File: config.mk
export PLATFORM = sky130hd
export DESIGN_NAME = rssb_serial_mem
export DESIGN_NICKNAME = d
export VERILOG_FILES = /design/src/rtl/rssb_serial_mem.sv
export SDC_FILE = /design/constraint.sdc
export NUM_CORES = 1
export LEC_CHECK = 0
export CORE_MARGIN = 2
export CORE_UTILIZATION = 62
export CTS_BUF_LIST = sky130_fd_sc_hd__clkbuf_4 sky130_fd_sc_hd__clkbuf_8
export DETAILED_ROUTE_END_ITERATION = 16
export GPL_TIMING_DRIVEN = 0
export HOLD_SLACK_MARGIN = 0.12
export PLACE_DENSITY = 0.81
export RECOVER_POWER = 100
export SETUP_SLACK_MARGIN = 0.15
export SYNTH_ARGS = -nofsm -noshare
export SYNTH_HDL_FRONTEND = slang
export SYNTH_SLANG_ARGS = --single-unit
File: constraint.sdc
create_clock -name clk -period 2.8 [get_ports clk]
set_input_delay 0.28 -clock clk [delete_from_list [all_inputs] [get_ports clk]]
set_output_delay 0.28 -clock clk [all_outputs]
set_load 0.01 [all_outputs]
File: src/rtl/rssb_serial_mem.sv
// rtl/rssb_serial_mem.sv - bit-serial operand memory for the 1-bit RSSB cpu data port
// Optional RSSB_SMEM_ZFLAG_EN adds a registered zero flag for the captured word.
module rssb_serial_mem #(
  parameter int WIDTH = 8,
  parameter int DEPTH = 16,
  localparam int AW = $clog2(DEPTH)
) (
  input  logic             clk,
  input  logic             rst,
  input  logic             req,
  input  logic             we,
  input  logic [AW-1:0]    addr,
  input  logic             bit_en,
  input  logic             din,
  input  logic             ld_en,
  input  logic [AW-1:0]    ld_addr,
  input  logic [WIDTH-1:0] ld_data,
`ifdef RSSB_SMEM_ZFLAG_EN
  output logic             zero,
`endif
  output logic             dout,
  output logic             busy,
  output logic             last,
  output logic             done
);

  localparam int CW = $clog2(WIDTH);
  localparam logic [CW-1:0] LAST_CNT = CW'(WIDTH - 1);
  localparam logic [CW-1:0] PEN_CNT  = CW'(WIDTH - 2);
  localparam logic [AW:0]   DEPTH_L  = (AW + 1)'(DEPTH);

  typedef enum logic [1:0] {IDLE, LOAD, SHIFT, WRITE} state_t;

  state_t           state;
  logic [WIDTH-1:0] mem [DEPTH];
  logic [WIDTH-1:0] shreg;
  logic [WIDTH-1:0] rd_word;
  logic [AW-1:0]    addr_q;
  logic             we_q;
  logic [CW-1:0]    cnt;
  logic             addr_ok;
  logic             ld_ok;

  // Out-of-range addresses only exist when DEPTH is not a power of two.
  assign addr_ok = {1'b0, addr_q} < DEPTH_L;
  assign ld_ok   = {1'b0, ld_addr} < DEPTH_L;
  assign rd_word = addr_ok ? mem[addr_q] : '0;

  always_ff @(posedge clk) begin
    if (!rst) begin
      state  <= IDLE;
      cnt    <= '0;
      shreg  <= '0;
      we_q   <= 1'b0;
      addr_q <= '0;
      dout   <= 1'b0;
      busy   <= 1'b0;
      last   <= 1'b0;
      done   <= 1'b0;
`ifdef RSSB_SMEM_ZFLAG_EN
      zero   <= 1'b0;
`endif
    end else begin
      done <= 1'b0;
      case (state)
        IDLE: begin
          if (ld_en) begin
            if (ld_ok) mem[ld_addr] <= ld_data;
          end else if (req) begin
            addr_q <= addr;
            we_q   <= we;
            busy   <= 1'b1;
            state  <= LOAD;
          end
        end
        LOAD: begin
          shreg <= rd_word;
          cnt   <= '0;
          dout  <= rd_word[0];
          state <= SHIFT;
        end
        SHIFT: begin
          if (bit_en) begin
            shreg <= {din, shreg[WIDTH-1:1]};
            cnt   <= cnt + 1'b1;
            if (cnt == LAST_CNT) begin
              dout  <= 1'b0;
              last  <= 1'b0;
              done  <= 1'b1;
              state <= WRITE;
            end else begin
              // Registered dout follows what shreg[0] becomes after this shift.
              dout <= shreg[1];
              last <= (cnt == PEN_CNT);
            end
          end
        end
        WRITE: begin
          if (we_q && addr_ok) mem[addr_q] <= shreg;
`ifdef RSSB_SMEM_ZFLAG_EN
          zero  <= (shreg == '0);
`endif
          busy  <= 1'b0;
          state <= IDLE;
        end
        default: state <= IDLE;
      endcase
    end
  end

endmodule

==> summary.md, run 1 <==
| Metric | Value |
|---|---|
| Status | finished clean |
| Setup TNS | 0 ns |
| Ports | 27 |
| Crit path capture type | flop |
| Slew at the pin closest to its max-slew limit | 0.8300 ns |
| Max Freq | 0.3904 GHz |
| Clock skew | 0.007733 ns |
| Reg2Reg Setup Slack | 0.24 ns |
| Critical path class | flop to flop |
| Critical Path RT | 2.90 ns |
| WL final | 12.78 mm |
| Core region area | 9729 µm² |
| Leakage | 0.002239 µW |
| Fin. Hold Viols | 0 |
| Comb power frac | 0.146 |
| Pre-CTS setup slack | -0.2586 ns |
| Total iterations of the first detailed-routing run | 7 |
| Post-CTS setup buffers | 0 |
| Synth top area share | 0.6226 |
| Yosys warnings | 0 |
| Final net count | 439 |
| Sequential cell area fraction in the yosys report | 0.7069 |
| Fin. max-slew vios | 0 |
| Cells after Synth | 363 |
| Clock Path Buffers | 2 |
| Post-route cell area | 7010 µm² |
| Setup violators final | 0 |
| Initial antenna violation count | 0 |
| Non-Filler Instances | 551 |
| DR vias/cell | 6.276 |
| WP data arrival | 2.66 ns |
| CTS tree | yes |
| Global-route wire length before repair | 19.74 mm |
| Gpl congestion | 0.8318 |
| Mapped cell area | 6173 µm² |
| Setup ws final | 0.2386 ns |
| Max Cap Viol | 0 |
| Hold WS | 0.4322 ns |
| Share of cells above drive strength 1 | 0.1770 |
| Initial Util | 0.6345 |
| Top cells by area, synth | edfxtp_1, dfxtp_1, mux4_2 |
| Wirelength per Cell | 23.19 µm |
| Cell Pwr Density | 719.6 nW/µm² |
| Sink Count | 154 |
| Vias in the first global route | 3,408 |
| Clk_lat worst skew | 0.45 ns |
| DR vias | 3,458 |
| RSZ-0062 raised after global routing | true |
| Tcrit/Tclk final | 0.9148 |
| Peak VDD IR | 0.3604 mV |
| Clk pin slew, worst setup/hold paths | 0.08 ns |
| Die ar. | 10,770 µm² |
| Avg Inst Size Synth | 17.01 µm² |
| Port bufs | 26 |
| Critical Path Max Stage Delay | 0.57 ns |
| Root buffer cell | clkbuf_8 |
| Area after DPL | 6600 µm² |
| Max-slew headroom | 0.4446 |
| Worst-path cell chain | ha_1 > nand3_1 > clkbuf_1 > nor3b_1 > o21ai_0 > nor2_2 |
| Starting DRT DRC Count | 390 |
| Synth cell types | 32 |
| Flop pwr share | 0.525 |
| Clk pwr share | 0.329 |
| Post-route ant nets | 0 |
| Row Count | 36 |
| Pin count of the biggest net entering global routing | 17 |
| CP max stage cell | nor2_2 |
| Clock buffer count from CTS | 17 |
| Die X | 103.8 µm |
| Switching part of the total power | 0.2568 |
| Flops & latches, synth | 154 |
| Internal cell power | 3749 µW |
| Tot GR Track Use | 0.2552 |
| CP Buf/Inv Count | 1 |
| Post-synth top area cell | edfxtp_1 |
| Worst path top cell family by delay | simple AND/OR/NAND/NOR gates |
| H-tree levels | 4 |
| Sw power | 1295 µW |
| Placed cell count | 522 |
| Die height | 103.8 µm |
| Layout area overhead | 13.56% |
| Grt ovf | 0 |
| Critical path peak fanout | 10 |
| Drc violations | 0 |
| DP HPWL | 8.517 mm |
| Antenna cells | 0 |
| Shortest period the worst path allows | 2.561 ns |
| Net Count, Synth | 394 |
| Critical Path Start Type | flop |
| Type of the most critical hold path | input pin to flop |
stage by stage:
step                        util  power, µW
after detailed placement  0.6784       3428
final                     0.7206       5044
after floorplan                -       3197
after CTS                 0.7185       5041
after global routing      0.7206       5218
after global placement    0.6784       3397
final timing paths:
kind / start / end / cells after the start
max: state[1] / mem[10][6] / 6
min: we / we_q / 3
max reg2reg: state[1] / mem[10][6] / 6
min reg2reg: busy / busy / 2
final cells by class:
class,count,area [µm²]
Timing Repair Buffer,26,260.3
Multi-Input combinational cell,184,1724
Tap cell,133,166.4
Sequential cell,154,4364
Inverter,7,26.28
Clock inverter,12,151.4
Buffer,18,83.83
Clock buffer,17,234.0
Fill cell,601,2719
worst reg2reg max path, delay by kind of cell, from the launching register on:
family | cells | cell delay (ns)
compound gates | 1 | 0.29
buf+inv | 1 | 0.27
fa+ha+maj | 1 | 0.22
flops | 1 | 0.40
simple gates | 3 | 1.02
sequential cells by signal, summed over array words and instances, names as in the netlist, named ones only:
register  cells
last          1
done          1
busy          1
dout          1
addr_q        4
shreg         8
cnt           3
state         2
we_q          1
mem         128
synth_stat cells, drive strengths merged:
library cell,n
o22ai,1
edfxtp,128
nand3,1
nor3b,5
a21oi,2
and3b,2
clkbuf,9
dfxtp,26
mux4,26
nor2b,4
and3,1
and2,2
ha,8
inv,7
a211oi,1
nor3,4
mux2i,20
nand2b,3
mux2,10
nand2,8
o221ai,7
a221oi,8
o21ai,13
nand3b,1
buf,9
nor2,35
a22oi,10
a31oi,12
per-layer routing:
layer,GRT usage,part of all wire
met5,0,0
met4,0.1042,0.020
met3,0.06734,0.078
met2,0.3874,0.49
met1,0.3582,0.42
placed cells by master, fill, tap and decap left out, types with 8 or more instances in the layout:
cell and instances:
ha_1 8, nor2_2 13, dfxtp_1 26, clkbuf_8 17, a22oi_1 10, mux4_2 23
a31oi_1 12, o21ai_0 13, nor2_1 22, edfxtp_1 128, nand2_1 8, clkdlybuf4s50_1 22
a221oi_1 8, mux2i_1 20, mux2_1 8, clkbuf_1 11
kinds of logic (layout without fill, tap and decap cells):
kind of cell    after synthesis  in the layout  share of synthesized area
fa+ha+maj                     8              8                    0.01621
buf+inv                      25             80                    0.01905
compound gates               54             54                    0.05999
mux                          56             56                     0.1473
flops                       154            154                     0.7069
simple gates                 66             66                    0.05047
what timing repair did:
item,4_1_cts,5_1_grt
hold buffers,0,0
gates resized for setup,2,13
endpoints found under the setup margin,72,111
power groups by stage:
| stage | Sequential [µW] | Clock, µW | Combinational (µW) |
|---|---|---|---|
| 2_1_floorplan | 2680 | 0 | 517 |
| 3_3_place_gp | 2690 | 0 | 705 |
| 3_5_place_dp | 2700 | 0 | 729 |
| 4_1_cts | 2650 | 1660 | 735 |
| 5_1_grt | 2660 | 1750 | 804 |
| 6_report | 2650 | 1660 | 735 |
(Power assumes the default switching activity.)
==> inputs of run 2 (changes only) <==
--- a/config.mk
+++ b/config.mk
@@ -12,7 +12,6 @@
 export GPL_TIMING_DRIVEN = 0
 export HOLD_SLACK_MARGIN = 0.12
 export PLACE_DENSITY = 0.81
-export RECOVER_POWER = 100
 export SETUP_SLACK_MARGIN = 0.15
 export SYNTH_ARGS = -nofsm -noshare
 export SYNTH_HDL_FRONTEND = slang
==> run 2 against run 1 <==
Clock power hardly changed. Design area grew 0.16%. Power up 0.22%. First-iteration DRC count increased by 5.4%. Combinational power is 1% higher. Core utilization increased by 0.12 points. Count of clock-buffer cells in the layout is the same. Fmax shrank 0.44%. Routed wire length up 0.43%. Critical path type unchanged.
==> summary.md, run 2 (synthesis results as in run 1) <==
| Metric | Value |
|---|---|
| Status | finished clean |
| Peak VDD IR | 0.3645 mV |
| Clock buffer count from CTS | 17 |
| Fin. Hold Viols | 0 |
| Pin count of the biggest net entering global routing | 17 |
| Crit path capture type | flop |
| Critical Path Start Type | flop |
| Row Count | 36 |
| Sink Count | 154 |
| Area after DPL | 6600 µm² |
| Share of cells above drive strength 1 | 0.2033 |
| Port bufs | 26 |
| Initial Util | 0.6345 |
| Tot GR Track Use | 0.2552 |
| Initial antenna violation count | 0 |
| Setup violators final | 0 |
| Critical path peak fanout | 10 |
| Total iterations of the first detailed-routing run | 7 |
| Die X | 103.8 µm |
| Reg2Reg Setup Slack | 0.23 ns |
| Root buffer cell | clkbuf_8 |
| RSZ-0062 raised after global routing | true |
| Layout area overhead | 13.74% |
| Commonest non-fill, non-tap cell in the layout | edfxtp_1 |
| Antenna cells | 0 |
| Starting DRT DRC Count | 411 |
| Largest regs | mem x128, shreg x8, addr_q x4 |
| Sequential Area | 4364 µm² |
| Die ar. | 10,770 µm² |
| Max-slew headroom | 0.4439 |
| Grt ovf | 0 |
| Post-route ant nets | 0 |
| Worst-path cell chain | ha_1 > nand3_1 > clkbuf_1 > nor3b_1 > o21ai_0 > nor2_2 |
| Tcrit/Tclk final | 0.9189 |
| WP data arrival | 2.66 ns |
| Global-route wire length before repair | 19.74 mm |
| Placed cell count | 522 |
| Hold Buf Count CTS | 0 |
| Gpl congestion | 0.8318 |
| Area of the multi-input gates | 1727 µm² |
| FF-to-FF Start | state[1] |
| Largest register FFs | 128 |
| Finished Core Util | 0.7217 |
| Reg2reg end | mem[10][0] |
| DR vias/cell | 6.338 |
| Fillers | 599 |
| Post-CTS setup buffers | 0 |
| Type of the most critical hold path | input pin to flop |
| Worst path top cell family by delay | simple AND/OR/NAND/NOR gates |
| Hold Path Origin | we |
| Critical Path RT | 2.89 ns |
| Post-route cell area | 7022 µm² |
| Ports | 27 |
| Critical path depth | 6 |
| Core region area | 9729 µm² |
| Max Cap Viol | 0 |
| WL final | 12.84 mm |
| Shortest period the worst path allows | 2.573 ns |
| Biggest register | mem |
| Worst Setup EP | mem[10][0] |
| Clock skew | 0.01195 ns |
| CTS tree | yes |
| Critical path class | flop to flop |
| Final net count | 439 |
| Clk_lat worst skew | 0.45 ns |
| Critical Path Max Stage Delay | 0.57 ns |
| Most frequent cells in the layout | edfxtp_1, dfxtp_1, clkdlybuf4s50_1, mux4_2, nor2_1 |
| Leakage | 0.002237 µW |
| Reg2Reg Depth | 6 |
| Drc violations | 0 |
| Max Freq | 0.3887 GHz |
| CP Buf/Inv Count | 1 |
| Die height | 103.8 µm |
| Start point of the critical path | state[1] |
| DP HPWL | 8.517 mm |
| Clock Path Buffers | 2 |
| CP max stage cell | nor2_2 |
| Wirelength per Cell | 23.29 µm |
| Non-Filler Instances | 551 |
| Hold WS | 0.4343 ns |
| Fin. max-slew vios | 0 |
| PnR Total Power | 5056 µW |
| Slew at the pin closest to its max-slew limit | 0.8310 ns |
| Cell Pwr Density | 720.0 nW/µm² |
| H-tree levels | 4 |
| Clk pin slew, worst setup/hold paths | 0.08 ns |
| Vias in the first global route | 3,408 |
| DR vias | 3,492 |
==> run 2: changes by cell type in the layout (fill, tap and decap cells not counted), sizes merged <==
cell	change
clkbuf	-2
clkdlybuf4s50	+4
dlygate4sd3	-4
buf	+2
==> run 2: routing by layer <==
layer,routed length (µm),share of wire,track usage
met2,6175,0.48,0.3874
met1,5339,0.42,0.3582
met4,257,0.020,0.1042
met3,1062,0.083,0.06734
met5,0,0,0
==> run 2: where the power goes <==
group / internal (µW) / switching, µW / leakage [µW]
combinational: 318 / 426 / 0.000691
clock: 861 / 802 / 0.000182
sequential: 2580 / 71.7 / 0.00136
==> run 2: repair_timing <==
item / 4_1_cts / 5_1_grt
pin swaps: 0 / 0
gates resized for setup: 2 / 13
endpoints found under the setup margin: 72 / 111
gates cloned: 0 / 0
==> run 2: worst min-delay path by stage <==
stage	end	slack [ns]	cells past startpoint
2_1_floorplan	we_q	0.42	2
3_3_place_gp	busy	0.47	2
3_5_place_dp	busy	0.46	2
4_1_cts	we_q	0.42	3
5_1_grt	addr_q[1]	0.46	3
6_report	we_q	0.43	3
==> run 2: tightest hold or removal path: cells and delay by family <==
family                 cells  cell delay [ns]
muxes                      1             0.12
buffers and inverters      1             0.40
and+or+nand+nor            1             0.05
==> run 2: cell type report <==
cell class	count	area share
Buffer	18	0.01319
Clock buffer	17	0.03332
Clock inverter	12	0.02156
Inverter	7	0.003742
Multi-Input combinational cell	184	0.2459
Sequential cell	154	0.6215
Tap cell	133	0.02370
Timing Repair Buffer	26	0.03706
==> run 2: metrics by stage <==
stage          worst slack [ns]  TNS [ns]
6_report                 0.2272         0
5_1_grt                 0.06055         0
4_1_cts                 0.02201         0
3_5_place_dp            -0.2586    -22.54
3_3_place_gp            -0.1630    -11.47
2_1_floorplan            0.7869         0
==> inputs of run 3 (changes only) <==
--- a/config.mk
+++ b/config.mk
@@ -6,12 +6,11 @@
 export NUM_CORES = 1
 export LEC_CHECK = 0
 export CORE_MARGIN = 2
-export CORE_UTILIZATION = 62
+export CORE_UTILIZATION = 25
 export CTS_BUF_LIST = sky130_fd_sc_hd__clkbuf_4 sky130_fd_sc_hd__clkbuf_8
 export DETAILED_ROUTE_END_ITERATION = 16
 export GPL_TIMING_DRIVEN = 0
 export HOLD_SLACK_MARGIN = 0.12
-export PLACE_DENSITY = 0.81
 export SETUP_SLACK_MARGIN = 0.15
 export SYNTH_ARGS = -nofsm -noshare
 export SYNTH_HDL_FRONTEND = slang
==> constraint.sdc (replaced) <==
create_clock -name clk -period 2.12 [get_ports clk]
set_input_delay 0.212 -clock clk [delete_from_list [all_inputs] [get_ports clk]]
set_output_delay 0.212 -clock clk [all_outputs]
set_load 0.01 [all_outputs]
==> run 3 against run 2 <==
Combinational power increased by 47%. Clock skew increased by 0.0012 ns. Sequential power increased by 33%. Fmax increased by 32%. Critical path type unchanged. Critical endpoint is now mem[0][0]. Largest cell class unchanged.
==> summary.md, run 3 (synthesis results as in run 1) <==
| Metric | Value |
|---|---|
| Row Count | 57 |
| Total iterations of the first detailed-routing run | 5 |
| RSZ-0062 raised after global routing | false |
| Shortest period the worst path allows | 1.946 ns |
| CP max stage cell | nor3b_1 |
| Peak VDD IR | 0.4412 mV |
| Share of cells above drive strength 1 | 0.2933 |
| Hold Buf Count CTS | 0 |
| Largest register FFs | 128 |
| Cell Pwr Density | 849.7 nW/µm² |
| Die X | 161.1 µm |
| Sink Count | 154 |
| Die height | 161.1 µm |
| Worst path top cell family by delay | simple AND/OR/NAND/NOR gates |
| Non-Filler Instances | 757 |
| Largest regs | mem x128, shreg x8, addr_q x4 |
| Setup violators final | 0 |
| Tcrit/Tclk final | 0.9178 |
| Post-route ant nets | 0 |
| Core region area | 24,250 µm² |
| Vias in the first global route | 3,552 |
| Starting DRT DRC Count | 300 |
| Clock skew | 0.01314 ns |
| Commonest non-fill, non-tap cell in the layout | edfxtp_1 |
| Setup ws final | 0.1743 ns |
| Critical Path RT | 2.24 ns |
| Clk_lat worst skew | 0.45 ns |
| Most frequent cells in the layout | edfxtp_1, clkdlybuf4s50_1, mux4_2, dfxtp_1, mux2i_1 |
| Tot GR Track Use | 0.1122 |
| Pin count of the biggest net entering global routing | 17 |
| Critical path class | flop to flop |
| WP data arrival | 2.07 ns |
| Clk pin slew, worst setup/hold paths | 0.09 ns |
| Grt ovf | 0 |
| Crit path capture type | flop |
| Clock buffer count from CTS | 17 |
| Hold Path Origin | we |
| Max Freq | 0.5140 GHz |
| DP HPWL | 9.328 mm |
| Status | finished clean |
| Hold WS | 0.3926 ns |
| Initial Util | 0.2546 |
| Wirelength per Cell | 18.63 µm |
| DR vias | 3,529 |
| Pre-CTS setup slack | -0.8361 ns |
| WL final | 14.10 mm |
| CTS tree | yes |
| Critical Path Max Stage Delay | 0.45 ns |
| Drc violations | 0 |
| Start point of the critical path | state[0] |
| DR vias/cell | 4.662 |
| Critical path peak fanout | 8 |
| Worst-path cell chain | ha_2 > nand3_4 > nor3b_1 > o21ai_4 > nor2_4 |
| Port bufs | 26 |
| Global-route wire length before repair | 21.30 mm |
| Slew at the pin closest to its max-slew limit | 0.5123 ns |
| Fin. max-slew vios | 0 |
| FF-to-FF Start | state[0] |
| Biggest register | mem |
| Placed cell count | 713 |
| Fillers | 2,315 |
| Gpl congestion | 0.7638 |
| Initial antenna violation count | 0 |
| Type of the most critical hold path | input pin to flop |
| Clock Path Buffers | 2 |
| Die ar. | 25,970 µm² |
| Fin. Hold Viols | 0 |
| Max Cap Viol | 0 |
| Root buffer cell | clkbuf_8 |
| Max-slew headroom | 0.6585 |
| Leakage | 0.002371 µW |
| Critical Path Start Type | flop |
| Antenna cells | 0 |
| CP Buf/Inv Count | 0 |
| Ports | 27 |
| H-tree levels | 4 |
| Final net count | 452 |
| Area of the multi-input gates | 1986 µm² |
| Sequential Area | 4369 µm² |
| Layout area overhead | 25.60% |
-- run 3: cell count changes in the layout (fill, tap and decap cells not counted), sizes merged --
cell / delta
buf: +13
clkbuf: +2
clkinv: +4
clkinvlp: -1
bufinv: -2
inv: -1
-- run 3: what timing repair did --
action	CTS	global route
buffers inserted	13	0
pin swaps	15	6
endpoints found under the setup margin	265	155
hold endpoints to repair	0	0
gates resized for setup	68	19
-- run 3: worst paths after layout --
path	to	cells past startpoint	slack (ns)
setup / recovery	mem[0][0]	5	0.17
hold / removal	we_q	3	0.39
setup reg to reg	mem[0][0]	5	0.17
hold reg to reg	busy	2	0.49
-- run 3: power breakdown --
| part | internal (µW) | leakage [µW] | switching (µW) |
|---|---|---|---|
| Clock | 935 | 0.000169 | 1050 |
| Sequential | 3410 | 0.00137 | 107 |
| Combinational | 467 | 0.000835 | 621 |
| Total | 4810 | 0.00237 | 1780 |
-- run 3: tightest hold or removal path: cells and delay by family --
family,cells,cell delay (ns)
simple gates,1,0.08
mux,1,0.07
buf+inv,1,0.46
-- run 3: layout make-up --
class | count | area share
Tap cell | 324 | 0.05228
Buffer | 18 | 0.01694
Timing Repair Buffer | 39 | 0.06229
Clock inverter | 12 | 0.01339
Inverter | 7 | 0.003389
Sequential cell | 154 | 0.5635
Clock buffer | 19 | 0.03211
Multi-Input combinational cell | 184 | 0.2561
-- run 3: through the flow --
stage | TNS, ns | util | area [µm²] | total power (µW)
4_1_cts | 0 | 0.3171 | 7689 | 6582
3_3_place_gp | -101.11 | 0.2820 | 6839 | 4511
3_5_place_dp | -108.71 | 0.2820 | 6839 | 4548
6_report | 0 | 0.3198 | 7754 | 6588
5_1_grt | 0 | 0.3198 | 7754 | 6839
2_1_floorplan | 0 | - | 6173 | 4222
-- run 3: metal layers --
layer,GRT usage,wire (µm),up-vias
met4,0.04058,255,0
met5,0,0,-
met2,0.1812,6962,129
met1,0.1428,6085,1811
li1,-,-,1567
met3,0.03441,801,22
